===== src/rtl/isa_bus_sequencer.sv =====
// isa_bus_sequencer: one 8-bit ISA I/O read or write per request, with configurable
// setup/strobe/hold lengths, IOCHRDY wait states and a ready timeout.
module isa_bus_sequencer #(
    parameter int ADDR_SETUP_CYCLES = 1,
    parameter int STROBE_CYCLES     = 4,
    parameter int HOLD_CYCLES       = 1,
    parameter int READY_TIMEOUT     = 64,
    parameter int CNT_W             = 8
) (
    input  logic       clk,
    input  logic       reset,
    input  logic       rd_req,
    input  logic       wr_req,
    input  logic       iochrdy,
    output logic       data_load,
    output logic       data_read,
    output logic       address_load,
    output logic       iow,
    output logic       ior,
    output logic       control_reset,
    output logic       busy,
    output logic       done,
    output logic       timeout,
    output logic [3:0] state_debug
);
    typedef enum logic [3:0] {
        S_IDLE   = 4'd0,
        S_ADDR   = 4'd1,
        S_PREP   = 4'd2,
        S_STROBE = 4'd3,
        S_WAIT   = 4'd4,
        S_LATCH  = 4'd5,
        S_HOLD   = 4'd6,
        S_CRST   = 4'd7
    } state_t;

    localparam int MAX_A = ADDR_SETUP_CYCLES > STROBE_CYCLES ? ADDR_SETUP_CYCLES : STROBE_CYCLES;
    localparam int MAX_H = HOLD_CYCLES > READY_TIMEOUT ? HOLD_CYCLES : READY_TIMEOUT;
    localparam int MAX_P = MAX_A > MAX_H ? MAX_A : MAX_H;

    if (ADDR_SETUP_CYCLES < 1 || STROBE_CYCLES < 1 || HOLD_CYCLES < 1 || READY_TIMEOUT < 1 ||
        CNT_W < 1 || CNT_W > 30 || MAX_P > (1 << CNT_W) - 1) begin : g_bad_cfg
        $error("isa_bus_sequencer: cycle parameters must be >= 1 and fit in CNT_W");
    end

    localparam logic [CNT_W-1:0] ADDR_LAST = CNT_W'(ADDR_SETUP_CYCLES - 1);
    localparam logic [CNT_W-1:0] STB_LAST  = CNT_W'(STROBE_CYCLES - 1);
    localparam logic [CNT_W-1:0] HOLD_LAST = CNT_W'(HOLD_CYCLES - 1);
    localparam logic [CNT_W-1:0] TO_LAST   = CNT_W'(READY_TIMEOUT - 1);

    state_t           state_q, state_d;
    logic [CNT_W-1:0] cnt_q;
    logic             rd_q, rd_d;
    logic             timeout_q, timeout_d;
    logic             sync1_q, sync_q;
    logic             data_load_q, data_read_q, address_load_q, iow_q, ior_q, control_reset_q;
    logic             busy_q, done_q;
    logic             strobe_d;

    always_comb begin
        state_d   = state_q;
        rd_d      = rd_q;
        timeout_d = timeout_q;
        case (state_q)
            S_IDLE: if (rd_req || wr_req) begin
                state_d   = S_ADDR;
                rd_d      = rd_req;
                timeout_d = 1'b0;
            end
            S_ADDR:   state_d = cnt_q == ADDR_LAST ? S_PREP : S_ADDR;
            S_PREP:   state_d = S_STROBE;
            S_STROBE: state_d = cnt_q != STB_LAST ? S_STROBE : sync_q ? S_LATCH : S_WAIT;
            S_WAIT: if (sync_q) state_d = S_LATCH;
                else if (cnt_q == TO_LAST) begin
                    state_d   = S_HOLD;
                    timeout_d = 1'b1;
                end
            S_LATCH:  state_d = S_HOLD;
            S_HOLD:   state_d = cnt_q == HOLD_LAST ? S_CRST : S_HOLD;
            S_CRST:   state_d = S_IDLE;
            default:  state_d = S_IDLE;
        endcase
    end

    assign strobe_d = state_d == S_STROBE || state_d == S_WAIT || state_d == S_LATCH;

    // Outputs are registered from the next state so they line up with state_q.
    always_ff @(posedge clk or negedge reset) begin
        if (!reset) begin
            state_q         <= S_IDLE;
            cnt_q           <= '0;
            rd_q            <= 1'b0;
            timeout_q       <= 1'b0;
            sync1_q         <= 1'b1;
            sync_q          <= 1'b1;
            data_load_q     <= 1'b1;
            data_read_q     <= 1'b1;
            address_load_q  <= 1'b1;
            iow_q           <= 1'b1;
            ior_q           <= 1'b1;
            control_reset_q <= 1'b1;
            busy_q          <= 1'b0;
            done_q          <= 1'b0;
        end else begin
            state_q         <= state_d;
            cnt_q           <= (state_d != state_q || state_q == S_IDLE) ? '0 : cnt_q + CNT_W'(1);
            rd_q            <= rd_d;
            timeout_q       <= timeout_d;
            sync1_q         <= iochrdy;
            sync_q          <= sync1_q;
            data_load_q     <= !(state_d == S_PREP && !rd_d);
            data_read_q     <= !(state_d == S_LATCH && rd_d);
            address_load_q  <= state_d != S_ADDR;
            iow_q           <= !(strobe_d && !rd_d);
            ior_q           <= !(strobe_d && rd_d);
            control_reset_q <= state_d != S_CRST;
            busy_q          <= state_d != S_IDLE;
            done_q          <= state_d == S_CRST;
        end
    end

    assign data_load     = data_load_q;
    assign data_read     = data_read_q;
    assign address_load  = address_load_q;
    assign iow           = iow_q;
    assign ior           = ior_q;
    assign control_reset = control_reset_q;
    assign busy          = busy_q;
    assign done          = done_q;
    assign timeout       = timeout_q;
    assign state_debug   = state_q;
endmodule


===== config.mk =====
export PLATFORM = sky130hd
export DESIGN_NAME = isa_bus_sequencer
export DESIGN_NICKNAME = d
export VERILOG_FILES = /design/src/rtl/isa_bus_sequencer.sv
export SDC_FILE = /design/constraint.sdc
export NUM_CORES = 1
export LEC_CHECK = 0
export CORE_UTILIZATION = 45
export DETAILED_ROUTE_END_ITERATION = 8
export PLACE_DENSITY = 0.79
export SYNTH_ARGS = -nofsm -noshare
export SYNTH_HDL_FRONTEND = slang
export SYNTH_SLANG_ARGS = --single-unit

===== constraint.sdc =====
create_clock -name clk -period 3 [get_ports clk]
set_input_delay 0.3 -clock clk [delete_from_list [all_inputs] [get_ports clk]]
set_output_delay 0.3 -clock clk [all_outputs]
set_load 0.02 [all_outputs]

==> reports/qor.tcl, run 1 <==
set qor(floorplan.initialDensity_pct) 48.15
set qor(die_y_um) 53.72
set qor(crit_chain) {or4bb_1 -> or3_1 -> a211oi_2 -> mux2_4 -> nor4b_1}
set qor(grt_usage_pct) 19.88
set qor(outcome) {complete, no violations}
set qor(p_per_area_nw_per_um2) 445.9
set qor(final_cell_mix) {sky130_fd_sc_hd__clkdlybuf4s50_1 (17), sky130_fd_sc_hd__dfrtp_1 (16), sky130_fd_sc_hd__nor4_1 (9), sky130_fd_sc_hd__dfstp_2 (8), sky130_fd_sc_hd__inv_1 (7)}
set qor(floorplan.rows) 18
set qor(initial_antenna_violation_count) 0
set qor(synth_compound_area_share_pct) 12.06
set qor(routed_wirelength_um) 2339
set qor(cellLeakagePower_nw) 0.5756
set qor(synth_top_cells_by_area) {sky130_fd_sc_hd__dfrtp_1 (33%), sky130_fd_sc_hd__dfstp_2 (17%), sky130_fd_sc_hd__nor4_1 (4.7%)}
set qor(cts.root.buffer_cell) {sky130_fd_sc_hd__clkbuf_4}
set qor(synth_simple_gate_area_share_pct) 25.57
set qor(post_drt_wl_per_cell_um) 14.53
set qor(final_hold_viol_count) 0
set qor(layout-drive-gt1-share_pct) 12.21
set qor(post_synth_fa_ha_maj_area_fraction_pct) 2.079
set qor(hpwlAfterDp_um) 1693
set qor(yosys.area_share.xor_xnor_pct) 4.366
set qor(fin_setup_tns_ns) 0
set qor(endpoint_class_of_the_critical_path) {register}
set qor(core_box_area_um2) 2500
set qor(detailroute.via_count) 936
set qor(post_cts_buffers) 0
set qor(max-vdd-ir-drop_mv) 0.3981
set qor(synth-edff-count) 0
set qor(post_synthesis_net_count) 121
set qor(ys_async_sr_fraction_pct) 100.0
set qor(worst_slew_margin_rel_pct) 32.94
set qor(cts_max_path_buffers) 2
set qor(grt_start_max_net_pins) 25
set qor(worst-endpoint-arrival_ns) 2.77
set qor(largest_family_of_logic_cells_by_synthesized_area) {simple AND/OR/NAND/NOR gates}
set qor(place_worst_setup_slack_ns) 0.4695
set qor(detailedRoute.firstIterationViolations) 20
set qor(final.setup_skew_ns) 0.007163
set qor(cts.clk_slew.worst_paths_ns) 0.12
set qor(cts_buffers) 3
set qor(post_route_worst_setup_slack_ns) 0.4376
set qor(gpl.final_weighted_congestion) 0.8275
set qor(ys_ff_latch) 24
set qor(firstDrtPassIters) 4
set qor(fmax_mhz) 390.3
set qor(worstMarginPinSlew_ns) 1.003
set qor(worst_skew_pair.late_latency_ns) 0.31
set qor(mappedNetlistArea_um2) 1204
set qor(synth.area.mux_share_pct) 1.247
set qor(grt_pass1_vias) 869
set qor(die_w_um) 53.72
set qor(cts_htree_levels) 1
set qor(critical_path_required_ns) 3.21
set qor(antenna_cells) 0
set qor(cts-hold-fix-buffers) 0
set qor(grt_pass1_wl_um) 4071
set qor(max_flop_register) {cnt_q}
set qor(postSynthCellCount) 114
set qor(remaining_drc_errors) 0
set qor(maxCapViolations) 0
set qor(io_pins) 18
set qor(synth_seq_area_share_pct) 50.73
set qor(hold_slack_ns) 0.3684
set qor(largest_register_ffs) 8
set qor(cpMaxStageDelayCell) {sky130_fd_sc_hd__dfrtp_1}
set qor(area_growth_pct) 17.98
set qor(slew_violations) 0
set qor(synthesis.yosys.warnings) 0
set qor(synthDominantCellAreaShare_pct) 33.26
set qor(critical_path.top_delay_family) {simple AND/OR/NAND/NOR gates}
set qor(nNetsFinal) 139
set qor(min_path_type) {reg2reg}
set qor(ctsResizeCount) 0
set qor(grt-ovfl-total) 0
set qor(layout_commonest_cell) {sky130_fd_sc_hd__clkdlybuf4s50_1}
set qor(worst-path-buf-inv) 0
set qor(worstSetupStartpointType) {register}
set qor(avgSynthCellArea_um2) 10.56
set qor(yosysTopAreaCell) {sky130_fd_sc_hd__dfrtp_1}
set qor(yosys.cell_types.count) 43
set qor(total_placed_cells_including_tap_cells) 157
set qor(cts_num_sinks) 24
set qor(route.antenna.remaining_nets) 0
set qor(number_of_buffers_added_on_ports) 17
set qor(critical-path-max-stage-delay_ns) 0.59
set qor(setup_repair_after_global_routing_missed_its_margin) {false}
set qor(worstPathMaxFanout) 14
set qor(synthFlopType) {sky130_fd_sc_hd__dfrtp_1}
set qor(post-route-period-util_pct) 85.41
set qor(avgViaCountPerCell) 5.814
set qor(floorplan.die_area_um2) 2886
set qor(timing_worst_setup_path_type) {reg2reg}
set qor(setup_viol) 0
set qor(cts_tree) {done}
set qor(stdcell_count) 161
set qor(finalWorstPathRequiredPeriod_ns) 2.562
==> per-layer routing <==
layer | track usage, % | vias to the layer above | wire length, um
met5 | 0 | - | 0
met4 | 6.579 | 0 | 34
met3 | 3.672 | 3 | 99
met2 | 30.25 | 22 | 1104
met1 | 28.34 | 460 | 1101
li1 | - | 451 | -
==> synthesized netlist by cell type, types with 2 or more instances <==
master                     instances
sky130_fd_sc_hd__dfrtp_1          16
sky130_fd_sc_hd__nor4_1            9
sky130_fd_sc_hd__dfstp_2           8
sky130_fd_sc_hd__inv_1             7
sky130_fd_sc_hd__nand2b_1          5
sky130_fd_sc_hd__nand3_1           5
sky130_fd_sc_hd__nor2_1            5
sky130_fd_sc_hd__xnor2_1           5
sky130_fd_sc_hd__a21oi_1           4
sky130_fd_sc_hd__nand4_1           4
sky130_fd_sc_hd__and2_1            3
sky130_fd_sc_hd__and3_1            3
sky130_fd_sc_hd__nor3_1            3
sky130_fd_sc_hd__buf_2             2
sky130_fd_sc_hd__clkbuf_1          2
sky130_fd_sc_hd__ha_1              2
sky130_fd_sc_hd__nand2_1           2
sky130_fd_sc_hd__nor4b_1           2
sky130_fd_sc_hd__o21a_1            2
sky130_fd_sc_hd__o21bai_1          2
==> per-stage QoR <==
stage,power (mW),utilization (%),cell area [um2]
after floorplan,0.4459,-,1204
after global routing,0.6724,56.81,1420
after detailed placement,0.4958,55.76,1394
after CTS,0.6415,56.81,1420
final,0.6333,56.81,1420
after global placement,0.4927,55.76,1394
==> report_power, final <==
part	internal, mW	switching (mW)
registers	0.345	0.0181
logic	0.0553	0.0715
clock network	0.0520	0.0909
==> area by class of cell <==
class	count	area [um2]
Fill cell	237	1080
Sequential cell	24	610.6
Multi-Input combinational cell	79	549.3
Timing Repair Buffer	17	170.2
Tap cell	30	37.54
Clock buffer	4	26.28
Inverter	7	26.28
==> logic make-up (layout without fill, tap and decap cells) <==
group | count (synthesis) | after routing
XOR/XNOR | 6 | 6
multiplexers | 1 | 1
adder cells (fa/ha/maj) | 2 | 2
other | 1 | 1
flip-flops | 24 | 24
AND/OR/NAND/NOR | 49 | 49
buffers and inverters | 11 | 28
AO/OA/AOI/OAI | 20 | 20
==> path summary, 6_finish.rpt <==
path                                start              to  slack [ns]  cells after the start
max in group asynchronous           reset  state_debug[3]        1.87                      1
hold / removal                    sync1_q          sync_q        0.37                      0
setup / recovery           state_debug[0]        cnt_q[1]        0.44                      5
hold reg to reg                   sync1_q          sync_q        0.37                      0
min in group asynchronous           reset        cnt_q[6]        0.52                      1
setup reg to reg           state_debug[0]        cnt_q[1]        0.44                      5
Note: power is estimated with default switching activity, not from simulation.
==> run 2, diff against run 1 <==
--- a/config.mk
+++ b/config.mk
@@ -5,9 +5,11 @@
 export SDC_FILE = /design/constraint.sdc
 export NUM_CORES = 1
 export LEC_CHECK = 0
-export CORE_UTILIZATION = 45
+export CORE_UTILIZATION = 30
 export DETAILED_ROUTE_END_ITERATION = 8
-export PLACE_DENSITY = 0.79
+export PLACE_DENSITY = 0.6
+export SLEW_MARGIN = 20
 export SYNTH_ARGS = -nofsm -noshare
 export SYNTH_HDL_FRONTEND = slang
 export SYNTH_SLANG_ARGS = --single-unit
+export TNS_END_PERCENT = 100
==> run 2 against run 1 <==
Against the previous run:
- via count down 1.3%
- first-iteration DRC count rose by 5.0%
- worst hold slack worse by 0.0096 ns
==> reports/qor.tcl, run 2 (synthesized netlist as in run 1, its figures left out) <==
set qor(avgViaCountPerCell) 5.105
set qor(max_flop_register) {cnt_q}
set qor(worstMarginPinSlew_ns) 0.9292
set qor(cts_tree) {done}
set qor(cts.root.buffer_cell) {sky130_fd_sc_hd__clkbuf_8}
set qor(grt_start_max_net_pins) 23
set qor(design_power_total_mw) 0.7114
set qor(cts_max_path_buffers) 2
set qor(critical_path_required_ns) 3.16
set qor(gpl.final_weighted_congestion) 0.8034
set qor(floorplan.initialDensity_pct) 32.15
set qor(cts_htree_levels) 1
set qor(area_growth_pct) 23.49
set qor(gr-usage-met2_pct) 21.13
set qor(post_route_worst_setup_slack_ns) 0.4918
set qor(worst_slew_margin_rel_pct) 37.86
set qor(initial_antenna_violation_count) 0
set qor(setup_viol) 0
set qor(final.setup_skew_ns) 0.003109
set qor(setup_repair_after_global_routing_missed_its_margin) {false}
set qor(io_pins) 18
set qor(use_met3_pct) 3.819
set qor(maxCapViolations) 0
set qor(grt_pass1_wl_um) 4236
set qor(grt.busiest_layer) {met2}
set qor(detailroute.via_count) 924
set qor(cellLeakagePower_nw) 0.5993
set qor(number_of_buffers_added_on_ports) 17
set qor(layout_commonest_cell) {sky130_fd_sc_hd__clkdlybuf4s50_1}
set qor(grt-ovfl-total) 0
set qor(nNetsFinal) 141
set qor(max-vdd-ir-drop_mv) 0.2914
set qor(layout-drive-gt1-share_pct) 14.29
set qor(detailedRoute.firstIterationViolations) 21
set qor(cts_buffers) 3
set qor(worstSetupStartpointType) {register}
set qor(outcome) {complete, no violations}
set qor(endpoint_class_of_the_critical_path) {register}
set qor(slew_violations) 0
set qor(grt_pass1_vias) 919
set qor(final_hold_viol_count) 0
set qor(fin_setup_tns_ns) 0
set qor(cts.clk_slew.worst_paths_ns) 0.08
set qor(remaining_drc_errors) 0
set qor(grt_usage_pct) 13.04
set qor(fmax_mhz) 398.7
set qor(route.antenna.remaining_nets) 0
set qor(cts_num_sinks) 24
set qor(grt_util_met1_pct) 16.70
set qor(min_path_type) {reg2reg}
set qor(die_w_um) 65.34
set qor(cts-hold-fix-buffers) 0
set qor(postLayoutCellArea_um2) 1486
set qor(total_placed_cells_including_tap_cells) 177
set qor(final_cell_mix) {sky130_fd_sc_hd__clkdlybuf4s50_1 (17), sky130_fd_sc_hd__dfrtp_1 (16), sky130_fd_sc_hd__nor4_1 (9), sky130_fd_sc_hd__dfstp_2 (8), sky130_fd_sc_hd__inv_1 (7)}
set qor(stdcell_count) 181
set qor(finalWorstPathRequiredPeriod_ns) 2.508
set qor(post_cts_buffers) 0
set qor(hold_slack_ns) 0.3588
set qor(firstDrtPassIters) 4
set qor(floorplan.rows) 22
set qor(hpwlAfterDp_um) 1813
set qor(ctsResizeCount) 0
set qor(core_box_area_um2) 3744
set qor(antenna_cells) 0
set qor(fin_util_pct) 39.71
set qor(placed_area_um2) 1431
set qor(place_worst_setup_slack_ns) 0.4872
set qor(die_y_um) 65.34
set qor(timing_worst_setup_path_type) {reg2reg}
set qor(worst_skew_pair.late_latency_ns) 0.26
set qor(floorplan.die_area_um2) 4269
set qor(p_per_area_nw_per_um2) 478.6
set qor(worstPathMaxFanout) 8
set qor(post_drt_wl_per_cell_um) 13.92
set qor(worst-endpoint-arrival_ns) 2.67
set qor(post-route-period-util_pct) 83.61
set qor(largest_register_ffs) 8
set qor(routed_wirelength_um) 2520
set qor(layout.filler_cells) 380
==> run 2: cell count changes in the layout (fill, tap and decap cells not counted), sizes merged <==
cell | before | now
buf | 0 | 2
==> run 2: final timing paths <==
path	start	end	slack, ns	cells after the start
max	cnt_q[0]	cnt_q[1]	0.49	6
min	sync1_q	sync_q	0.36	0
max reg2reg	cnt_q[0]	cnt_q[1]	0.49	6
min reg2reg	sync1_q	sync_q	0.36	0
max in group asynchronous	reset	ior	1.77	2
min in group asynchronous	reset	timeout	0.55	1
==> run 2: final cells by class <==
cell class | count | area (um2) | share of cell area [%]
sequential | 24 | 610.6 | 41.08
multi-input combinational | 79 | 549.3 | 36.95
timing repair buffer | 19 | 185.2 | 12.46
clock buffer | 4 | 55.05 | 3.704
inverter | 7 | 26.28 | 1.768
tap | 48 | 60.06 | 4.040
==> run 2: per-layer routing <==
layer / vias to the layer above / routed length, um / share of wire, %
met2: 25 / 1198 / 48
li1: 455 / - / -
met3: 4 / 131 / 5.2
met1: 440 / 1160 / 46
met4: 0 / 30 / 1.2
met5: - / 0 / 0
==> run 2: worst max-delay path, stage by stage (launching register included) <==
cell                       delay [ns]
sky130_fd_sc_hd__dfrtp_1         0.39
sky130_fd_sc_hd__ha_1            0.26
sky130_fd_sc_hd__or4bb_1         0.49
sky130_fd_sc_hd__or3_1           0.35
sky130_fd_sc_hd__a211oi_2        0.25
sky130_fd_sc_hd__mux2_4          0.38
sky130_fd_sc_hd__nor4b_1         0.28
==> run 2: report_power, final <==
group / total [mW] / internal, mW / switching [mW]
combinational: 0.136 / 0.0582 / 0.0775
sequential: 0.360 / 0.345 / 0.0148
clock: 0.216 / 0.117 / 0.0984
total: 0.711 / 0.521 / 0.191
